<file path="src/rtl/block_pkg.sv">
// Shared types for the block pipeline: block width, lane-packed block type and
// the assembler state encoding.
package block_pkg;

    localparam int BLOCK_BYTES = 16;
    localparam int CNT_W       = $clog2(BLOCK_BYTES + 1);
    localparam int LANE_W      = $clog2(BLOCK_BYTES);

    localparam logic [7:0] PAD_BYTE_DEFAULT = 8'h00;

    // Lane 0 is the first byte of the stream.
    typedef logic [BLOCK_BYTES-1:0][7:0] block_t;

    typedef enum logic [1:0] {
        IDLE = 2'd0,
        FILL = 2'd1,
        HOLD = 2'd2
    } asm_state_t;

    function automatic block_t pad_block(input logic [7:0] pad);
        block_t b;
        for (int i = 0; i < BLOCK_BYTES; i++) begin
            b[i] = pad;
        end
        return b;
    endfunction

endpackage

</file>
<file path="src/rtl/assemble_block.sv">
// Packs a valid/ready byte stream into BLOCK_BYTES-wide blocks, lane k = byte k.
// Latency: block valid the cycle after the last accept or the flush edge.
// Backpressure: ready_out drops while a block is held; held until block_ready_in.
module assemble_block
    import block_pkg::*;
#(
    parameter logic [7:0] PAD_BYTE = PAD_BYTE_DEFAULT
) (
    input  logic             clk_in,
    input  logic             rst_in,
    input  logic             start,
    input  logic [7:0]       data_in,
    input  logic             valid_in,
    output logic             ready_out,
    input  logic             flush_in,
    output block_t           block_out,
    output logic             block_valid_out,
    input  logic             block_ready_in,
    output logic [CNT_W-1:0] byte_count_out
);

    localparam logic [CNT_W-1:0] LAST_IDX = CNT_W'(BLOCK_BYTES - 1);

    asm_state_t       state;
    logic [CNT_W-1:0] count;
    block_t           buf_q;
    logic             accept;
    logic [CNT_W-1:0] count_next;

    assign accept     = valid_in && (state == FILL);
    assign count_next = accept ? count + CNT_W'(1) : count;

    always_ff @(posedge clk_in) begin
        if (rst_in) begin
            state <= IDLE;
            count <= '0;
            buf_q <= pad_block(PAD_BYTE);
        end else begin
            case (state)
                IDLE: begin
                    if (start) begin
                        state <= FILL;
                        count <= '0;
                        buf_q <= pad_block(PAD_BYTE);
                    end
                end
                FILL: begin
                    if (accept) begin
                        buf_q[count[LANE_W-1:0]] <= data_in;
                        count                    <= count_next;
                    end
                    // A filling byte wins over a coincident flush; both land in HOLD.
                    if (accept && (count == LAST_IDX)) begin
                        state <= HOLD;
                    end else if (flush_in) begin
                        state <= (count_next == '0) ? IDLE : HOLD;
                    end
                end
                HOLD: begin
                    if (block_ready_in) begin
                        state <= FILL;
                        count <= '0;
                        buf_q <= pad_block(PAD_BYTE);
                    end
                end
                default: begin
                    state <= IDLE;
                    count <= '0;
                    buf_q <= pad_block(PAD_BYTE);
                end
            endcase
        end
    end

    // Handshake outputs come straight off the state register.
    assign ready_out       = (state == FILL);
    assign block_valid_out = (state == HOLD);
    assign block_out       = buf_q;
    assign byte_count_out  = count;

endmodule

</file>
<file path="config.mk">
export PLATFORM = sky130hd
export DESIGN_NAME = assemble_block
export DESIGN_NICKNAME = d
export VERILOG_FILES = /design/src/rtl/block_pkg.sv /design/src/rtl/assemble_block.sv
export SDC_FILE = /design/constraint.sdc
export NUM_CORES = 1
export LEC_CHECK = 0
export BUFFER_PORTS_ARGS = -buffer_cell sky130_fd_sc_hd__buf_2
export CORE_AREA = 2 2 109 100
export CTS_BUF_LIST = sky130_fd_sc_hd__clkbuf_8
export DETAILED_ROUTE_END_ITERATION = 16
export DIE_AREA = 0 0 111 102
export GPL_TIMING_DRIVEN = 0
export PLACE_DENSITY = 0.81
export SYNTH_ARGS = -nofsm -noshare
export SYNTH_HDL_FRONTEND = slang
export SYNTH_SLANG_ARGS = --single-unit
</file>
<file path="constraint.sdc">
create_clock -name clk_in -period 2.45 [get_ports clk_in]
set_clock_uncertainty 0.2 [all_clocks]
set_input_delay 0.1225 -clock clk_in [delete_from_list [all_inputs] [get_ports clk_in]]
set_output_delay 0.1225 -clock clk_in [all_outputs]
set_load 0.01 [all_outputs]
</file>
==> results_dict.tcl, run 1 <==
set metrics [dict create \
    status "complete, no violations" \
    peakVddDrop_mv 0.444 \
    syn_inst 545 \
    vias_per_cell 5.83 \
    fin_cells 857 \
    via_count 4994 \
    worstPathRequired_ps 2560 \
    rrSetupSlack_ps 170 \
    start_util_pct 53.1 \
    grt_usage_pct 27.5 \
    synth_nets 564 \
    clock-sinks 135 \
    io-pin-count 149 \
    final_common_cell "buf_2" \
    synth_top_family_by_area "compound AO/OA/AOI/OAI gates" \
    yosys-top-cells-area "dfxtp_1 (50%), a22oi_1 (16%), nor2_1 (8.8%)" \
    grt_pass1_wl_mm 24.4 \
    worstSetupPathType "reg2reg" \
    cts_buffer_depth 2 \
    cts_max_level 4 \
    row_count 35 \
    finalPower_mw 4.28 \
    p_comb_share_pct 7.7 \
    synth_top_area_share_pct 50.3 \
    setup_viol 0 \
    coreArea_mm2 0.0101 \
    switching_share_pct 26.9 \
    synthMuxAreaShare_pct 0.466 \
    synth_area_mm2 0.00537 \
    area_growth_pct 24.7 \
    yosysTopAreaCell "dfxtp_1" \
    wl_per_cell_um 18.4 \
    end_kind "flop" \
    avgSynthCellArea_um2 9.85 \
    die_w_um 111 \
    numCtsBuffers 17 \
    synth_warnings 0 \
    crit_path_start_kind "flop" \
    power.switching_mw 1.15 \
    layout_min_cycle_time_ps 2280 \
    clock_latency_ps 430 \
    overflow 0 \
    route.detailed.drc 0 \
    p_clk_share_pct 40.8 \
    synth_xor_area_share_pct 0.163 \
    place_area_mm2 0.00627 \
    post-route-period-util_pct 93.2 \
    synth.ff_latch_count 135 \
    tns_ps 0 \
    p_seq_share_pct 51.5 \
    drive_gt1_share_pct 33.5 \
    cts_setup_buffers 0 \
    first_pass_iters 5 \
    dp_cells 821 \
    cap_viol_max_count 0 \
    grt_max_degree 17 \
    seq_area_frac_synth_pct 50.3 \
    die_y_um 102 \
    hp-class "in2reg" \
    fin_nets 734 \
    rsz0062_at_grt "no" \
    io_buffers 147 \
    total_leakage_power_nw 2.97 \
    antenna_cells 0 \
    intPower_mw 3.13 \
    dr.first_iter.drc_count 523 \
    synth_simple_gate_area_share_pct 15.4 \
    yosysUniqueCellTypes 43 \
    path_clk_slew_ps 90 \
    place_hpwl_mm 10.8 \
    ant_nets 0 \
    path_max_fanout 9 \
    fmax_ghz 0.438 \
    most-common-layout-cells "buf_2 (169), dfxtp_1 (135), nor2_1 (126)" \
    worstMarginPinSlew_ps 619 \
    drv_slew 0 \
    antenna_found_initial 0 \
    grt_pass1_vias 4657 \
    gp_congestion 0.898 \
    design_area_mm2 0.00670 \
    die_area_mm2 0.0113 \
    synth_compound_area_share_pct 26.3 \
    root_buffer "clkbuf_8" \
    maxSlewHeadroom_pct 58.6 \
    cts_tree "built" \
    synthAdderAreaFrac_pct 1.17 \
    timing.final.hold_violations 0 \
    drt_wl_total_mm 15.8 \
    p_per_area_mw_per_mm2 639 \
    arrival_ps 2390 \
]
stage by stage:
| step | worst slack (ps) | util, % | hold slack (ps) |
|---|---|---|---|
| after floorplan | 399 | - | 61.4 |
| after global placement | 194 | 61.9 | 181 |
| after detailed placement | 93.5 | 61.9 | 190 |
| after CTS | 97.9 | 66.1 | 100 |
| after global routing | 16.3 | 66.2 | 126 |
| final | 168 | 66.2 | 119 |
kinds of logic after synthesis:
family / after synthesis
DFF: 135
adders and majority gates: 5
xor gates and xnor gates: 1
buffers and inverters: 60
muxes: 2
AOI/OAI and AO/OA: 159
and+or+nand+nor: 183
metal layers:
layer | up-vias | routed length, µm | part of all wire, % | track usage [%]
li1 | 2307 | - | - | -
met1 | 2403 | 6650 | 42 | 34.4
met2 | 253 | 7580 | 48 | 47.4
met3 | 31 | 1210 | 7.7 | 5.52
met4 | 0 | 330 | 2.1 | 11.1
met5 | - | 0 | 0 | 0
timing repair:
item                                   4_1_cts  5_1_grt
gates resized for setup                      0        2
endpoints found under the hold margin        3        0
setup endpoints to repair                    0        9
hold buffers                                 4        0
power by group through the flow:
stage               registers (mW)  logic [mW]  clock network [mW]
finish                        2.20       0.328                1.75
global route                  2.20       0.351                1.88
CTS                           2.20       0.323                1.76
detailed placement            2.25       0.316                   0
global placement              2.25       0.306                   0
floorplan                     2.26       0.223                   0
worst paths after layout:
| path | startpoint | endpoint | depth (start not counted) |
|---|---|---|---|
| worst max-delay path | byte_count_out[0]$_SDFFE_PP0P_ | block_out[22]$_SDFFE_PP0P_ | 6 |
| worst max register to register | byte_count_out[0]$_SDFFE_PP0P_ | block_out[22]$_SDFFE_PP0P_ | 6 |
| worst min-delay path | data_in[2] | block_out[26]$_SDFFE_PP0P_ | 5 |
| worst min register to register | block_out[110]$_SDFFE_PP0P_ | block_out[110]$_SDFFE_PP0P_ | 2 |
sequential cells by signal, summed over array words and instances, names as in the netlist:
name	cells
state	2
block_out	128
byte_count_out	5
Yosys cell counts, drive strengths merged:
cell type / number
dfxtp: 135
nor2: 127
a22oi: 119
buf: 34
clkbuf: 21
nand2: 21
o221ai: 16
a21oi: 13
and3: 12
and3b: 8
o21ai: 6
ha: 5
inv: 5
nor3b: 4
nor2b: 3
a2bb2oi: 1
a31oi: 1
a32oi: 1
mux2: 1
mux2i: 1
nand2b: 1
nand3: 1
nand3b: 1
nand4b: 1
nor3: 1
nor4: 1
o2111ai: 1
o311a: 1
or3: 1
or3b: 1
xor2: 1
cell type report:
| class | count | area [µm²] |
|---|---|---|
| Fill cell | 777 | 3420 |
| Tap cell | 129 | 161 |
| Buffer | 55 | 308 |
| Timing Repair Buffer | 151 | 776 |
| Clock buffer | 17 | 234 |
| Sequential cell | 135 | 2700 |
| Inverter | 5 | 21.3 |
| Clock inverter | 15 | 143 |
| Multi-Input combinational cell | 350 | 2350 |
critical path, stage by stage, from the launching register on:
cell	delay, ps
dfxtp_1	380
inv_1	140
ha_1	250
nor3b_2	560
o221ai_2	330
a22oi_1	240
nor2_1	60
Power figures use the tool's default switching activity.
==> inputs of run 2 (changes only) <==
REMOVE_ABC_BUFFERS = 1   (was not set)
==> results_dict.tcl, run 2 (synthesized netlist as in run 1, its figures left out) <==
set metrics [dict create \
    total_leakage_power_nw 2.83 \
    switching_share_pct 23.1 \
    p_per_area_mw_per_mm2 701 \
    nFillCells 792 \
    vias_per_cell 5.88 \
    numCtsBuffers 17 \
    setup_viol 0 \
    cts_max_level 4 \
    dr.first_iter.drc_count 456 \
    grt_pass1_wl_mm 22.9 \
    rrSetupSlack_ps 170 \
    fmax_ghz 0.439 \
    drv_slew 0 \
    drive_gt1_share_pct 33.5 \
    fin_cells 807 \
    power.switching_mw 1.07 \
    die_w_um 111 \
    rsz0062_at_grt "no" \
    r2r-start "state[0]$_SDFFE_PP0P_" \
    worstPathRequired_ps 2610 \
    clock-sinks 135 \
    drt_wl_total_mm 14.7 \
    intPower_mw 3.55 \
    p_comb_share_pct 6.5 \
    grt_pass1_vias 4377 \
    path_max_fanout 16 \
    finalPower_mw 4.62 \
    startpoint "state[0]$_SDFFE_PP0P_" \
    most-common-layout-cells "buf_2 (147), dfxtp_1 (132), nor2_1 (126)" \
    cts_buffer_depth 2 \
    grt_usage_pct 25.6 \
    wl_per_cell_um 18.2 \
    fin_nets 684 \
    dp_cells 769 \
    overflow 0 \
    via_count 4743 \
    globalRouteMet1Util_pct 32.8 \
    p_seq_share_pct 47.8 \
    largest_reg_flops 128 \
    coreArea_mm2 0.0101 \
    grt_max_degree 89 \
    io-pin-count 149 \
    io_buffers 148 \
    timing.final.hold_violations 0 \
    peakVddDrop_mv 0.631 \
    die_y_um 102 \
    crit_path_start_kind "flop" \
    r2r_cells 6 \
    antenna_found_initial 0 \
    clock_latency_ps 430 \
    grt_use_met3_pct 8.90 \
    place_hpwl_mm 9.14 \
    path_clk_slew_ps 80 \
    row_count 35 \
    p_clk_share_pct 45.7 \
    status "complete, no violations" \
    gp_congestion 0.846 \
    timing.rr.end "block_out[49]$_SDFFE_PP0P_" \
    cap_viol_max_count 0 \
    hp-class "in2reg" \
    first_pass_iters 5 \
    grt_use_met2_pct 41.3 \
    grt-busiest-layer "met2" \
    arrival_ps 2440 \
    maxSlewHeadroom_pct 55.1 \
    cts_tree "built" \
    layout_min_cycle_time_ps 2280 \
    end_kind "flop" \
    worstMarginPinSlew_ps 670 \
    route.detailed.drc 0 \
    area_growth_pct 22.7 \
    start_util_pct 53.1 \
    cp-endpoint "block_out[49]$_SDFFE_PP0P_" \
    root_buffer "clkbuf_8" \
    final_common_cell "buf_2" \
    ant_nets 0 \
    die_area_mm2 0.0113 \
    post-route-period-util_pct 93.0 \
    worstSetupPathType "reg2reg" \
    antenna_cells 0 \
]
## run 2: timing repair
item,in CTS,in global routing
hold endpoints to repair,50,0
gates resized for setup,13,4
hold buffers,5,0
setup buffers,0,1
pin swaps,0,0
endpoints found under the setup margin,136,46
## run 2: routing by layer
metal	routed length (µm)	part of all wire [%]	vias up
li1	-	-	2202
met3	1300	8.9	24
met5	0	0	-
met2	6870	47	231
met4	201	1.4	0
met1	6310	43	2286
## run 2: through the flow
| step | hold WS (ps) | setup WS [ps] | utilization (%) | setup TNS (ps) | cell area [µm²] |
|---|---|---|---|---|---|
| 2_1_floorplan | -15.1 | -834 | - | -105130 | 5060 |
| 6_report | 122 | 172 | 65.1 | 0 | 6590 |
| 4_1_cts | 97.2 | 43.3 | 64.8 | 0 | 6560 |
| 5_1_grt | 112 | 48.8 | 65.1 | 0 | 6590 |
| 3_3_place_gp | 174 | -1720 | 58.9 | -218030 | 5960 |
| 3_5_place_dp | 206 | -685 | 59.5 | -80740 | 6020 |
## run 2: power groups by stage
| stage | Clock [mW] | Combinational (mW) | Sequential (mW) |
|---|---|---|---|
| after CTS | 2.14 | 0.295 | 2.21 |
| after global routing | 2.23 | 0.325 | 2.21 |
| after global placement | 0 | 0.263 | 2.26 |
| after floorplan | 0 | 0.166 | 2.26 |
| final | 2.11 | 0.301 | 2.21 |
| after detailed placement | 0 | 0.285 | 2.26 |
## run 2: worst max-delay path: stages, from the launching register on
cell and delay [ps]:
dfxtp_1 590, nand2b_4 230, buf_16 220, inv_4 120, and3_2 500, a22oi_1 170, nor2_1 150
## run 2: how the worst min path moves through the flow
stage	startpoint	endpoint	cells past startpoint	slack (ps)
2_1_floorplan	rst_in	block_out[62]$_SDFFE_PP0P_	1	-20
3_5_place_dp	block_ready_in	state[0]$_SDFFE_PP0P_	3	210
5_1_grt	data_in[6]	block_out[102]$_SDFFE_PP0P_	4	110
6_report	data_in[6]	block_out[110]$_SDFFE_PP0P_	4	120
4_1_cts	data_in[7]	block_out[39]$_SDFFE_PP0P_	4	100
3_3_place_gp	block_ready_in	state[0]$_SDFFE_PP0P_	3	170
## run 2: layout make-up
cell class | instances | area (µm²) | area share, %
clock buffer | 19 | 262 | 3.97
timing repair buffer | 156 | 868 | 13.2
multi-input combinational | 350 | 2360 | 35.9
clock inverter | 13 | 203 | 3.08
tap | 129 | 161 | 2.45
sequential | 135 | 2710 | 41.1
inverter | 5 | 21.3 | 0.323
==> inputs of run 3 (changes only) <==
CORE_AREA = 2 2 79 137   (was 2 2 109 100)
DIE_AREA = 0 0 81 139   (was 0 0 111 102)
==> results_dict.tcl, run 3 (synthesized netlist as in run 1, its figures left out) <==
set metrics [dict create \
    grt_usage_pct 26.9 \
    arrival_ps 2500 \
    worstSetupPathType "reg2reg" \
    clock-sinks 135 \
    layout_min_cycle_time_ps 2330 \
    start_util_pct 52.8 \
    worstPathRequired_ps 2620 \
    post-route-period-util_pct 95.0 \
    fin_cells 805 \
    timing.final.hold_violations 0 \
    die_area_mm2 0.0113 \
    cp_slowest_cell "and3_1" \
    r2r_cells 5 \
    grt_pass1_vias 4479 \
    io-pin-count 149 \
    cpLargestDelayFamily "simple AND/OR/NAND/NOR gates" \
    die_w_um 81 \
    cts_tree "built" \
    worstMarginPinSlew_ps 1000 \
    setup_viol 0 \
    clock_latency_ps 430 \
    rsz0062_at_grt "no" \
    gp_congestion 0.813 \
    maxSlewHeadroom_pct 33.4 \
    dr.first_iter.drc_count 494 \
    end_kind "flop" \
    path_max_fanout 24 \
    drv_slew 0 \
    drt_wl_total_mm 15.1 \
    p_per_area_mw_per_mm2 706 \
    antenna_found_initial 0 \
    cpPeakStageDelay_ps 830 \
    path_clk_slew_ps 80 \
    min_path_cells 4 \
    cp.depth 5 \
    cap_viol_max_count 0 \
    whs_ps 233 \
    path_cells "nand2b_4, inv_4, and3_1, a22oi_1, nor2_1" \
    cts_buffer_depth 2 \
    io_buffers 148 \
    grt_max_degree 83 \
    cp_num_buf_inv 1 \
    total_leakage_power_nw 2.83 \
    place_hpwl_mm 9.66 \
    finalPower_mw 4.62 \
    via_count 4747 \
    hp-class "in2reg" \
    fin_nets 684 \
    wl_per_cell_um 18.8 \
    largest_reg_flops 128 \
    most-common-layout-cells "buf_2 (147), dfxtp_1 (132), nor2_1 (126)" \
    tns_ps 0 \
    vias_per_cell 5.90 \
    status "complete, no violations" \
    root_buffer "clkbuf_8" \
    peakVddDrop_mv 0.507 \
    ant_nets 0 \
    first_pass_iters 5 \
    crit_path_start_kind "flop" \
    drive_gt1_share_pct 32.2 \
    area_growth_pct 22.0 \
    row_count 49 \
    route.detailed.drc 0 \
    dp_cells 766 \
    cts_max_level 4 \
    numCtsBuffers 17 \
    rrSetupSlack_ps 120 \
    die_y_um 139 \
    overflow 0 \
    coreArea_mm2 0.0102 \
    final_common_cell "buf_2" \
    antenna_cells 0 \
    grt_pass1_wl_mm 23.1 \
    fmax_ghz 0.430 \
]
[run 3: through the flow]
| step | cell area [µm²] | utilization [%] | setup slack, ps |
|---|---|---|---|
| after floorplan | 5060 | - | -834 |
| after global placement | 5960 | 58.6 | -1720 |
| after detailed placement | 5990 | 58.9 | -699 |
| after CTS | 6530 | 64.2 | 4.60 |
| after global routing | 6550 | 64.4 | 55.2 |
| final | 6550 | 64.4 | 123 |
[run 3: worst register-to-register path: stages, from the launching register on]
cell	delay (ps)
dfxtp_4	510
nand2b_4	240
inv_4	110
and3_1	830
a22oi_1	230
nor2_1	150
[run 3: where the power goes]
group          switching, mW  internal (mW)
logic                  0.204         0.0916
clock network          0.856           1.26
registers             0.0111           2.20
[run 3: routing by layer]
metal / vias up / track usage [%] / share of wire [%]
met1: 2290 / 29.4 / 37
met4: 0 / 16.0 / 4.1
met2: 199 / 45.7 / 53
met3: 46 / 6.38 / 5.5
li1: 2212 / - / -
met5: - / 0 / 0
[run 3: path summary, 6_finish.rpt]
check | from | end
worst max-delay path | state[1]$_SDFFE_PP0P_ | block_out[37]$_SDFFE_PP0P_
worst min register to register | block_out[70]$_SDFFE_PP0P_ | block_out[70]$_SDFFE_PP0P_
worst max register to register | state[1]$_SDFFE_PP0P_ | block_out[37]$_SDFFE_PP0P_
worst min-delay path | data_in[4] | block_out[52]$_SDFFE_PP0P_
[run 3: timing repair]
action / CTS / global route
endpoints found under the setup margin: 135 / 59
pin swaps: 0 / 0
endpoints found under the hold margin: 56 / 0
setup buffers: 2 / 0
gates cloned: 0 / 0
gates resized for setup: 4 / 5
hold buffers: 5 / 0
[run 3: area by class of cell]
| cell class | count | area (µm²) |
|---|---|---|
| inverter | 5 | 21.3 |
| clock buffer | 19 | 262 |
| multi-input combinational | 350 | 2360 |
| sequential | 135 | 2710 |
| tap | 127 | 159 |
| clock inverter | 13 | 203 |
| timing repair buffer | 156 | 836 |
| fill | 841 | 3630 |
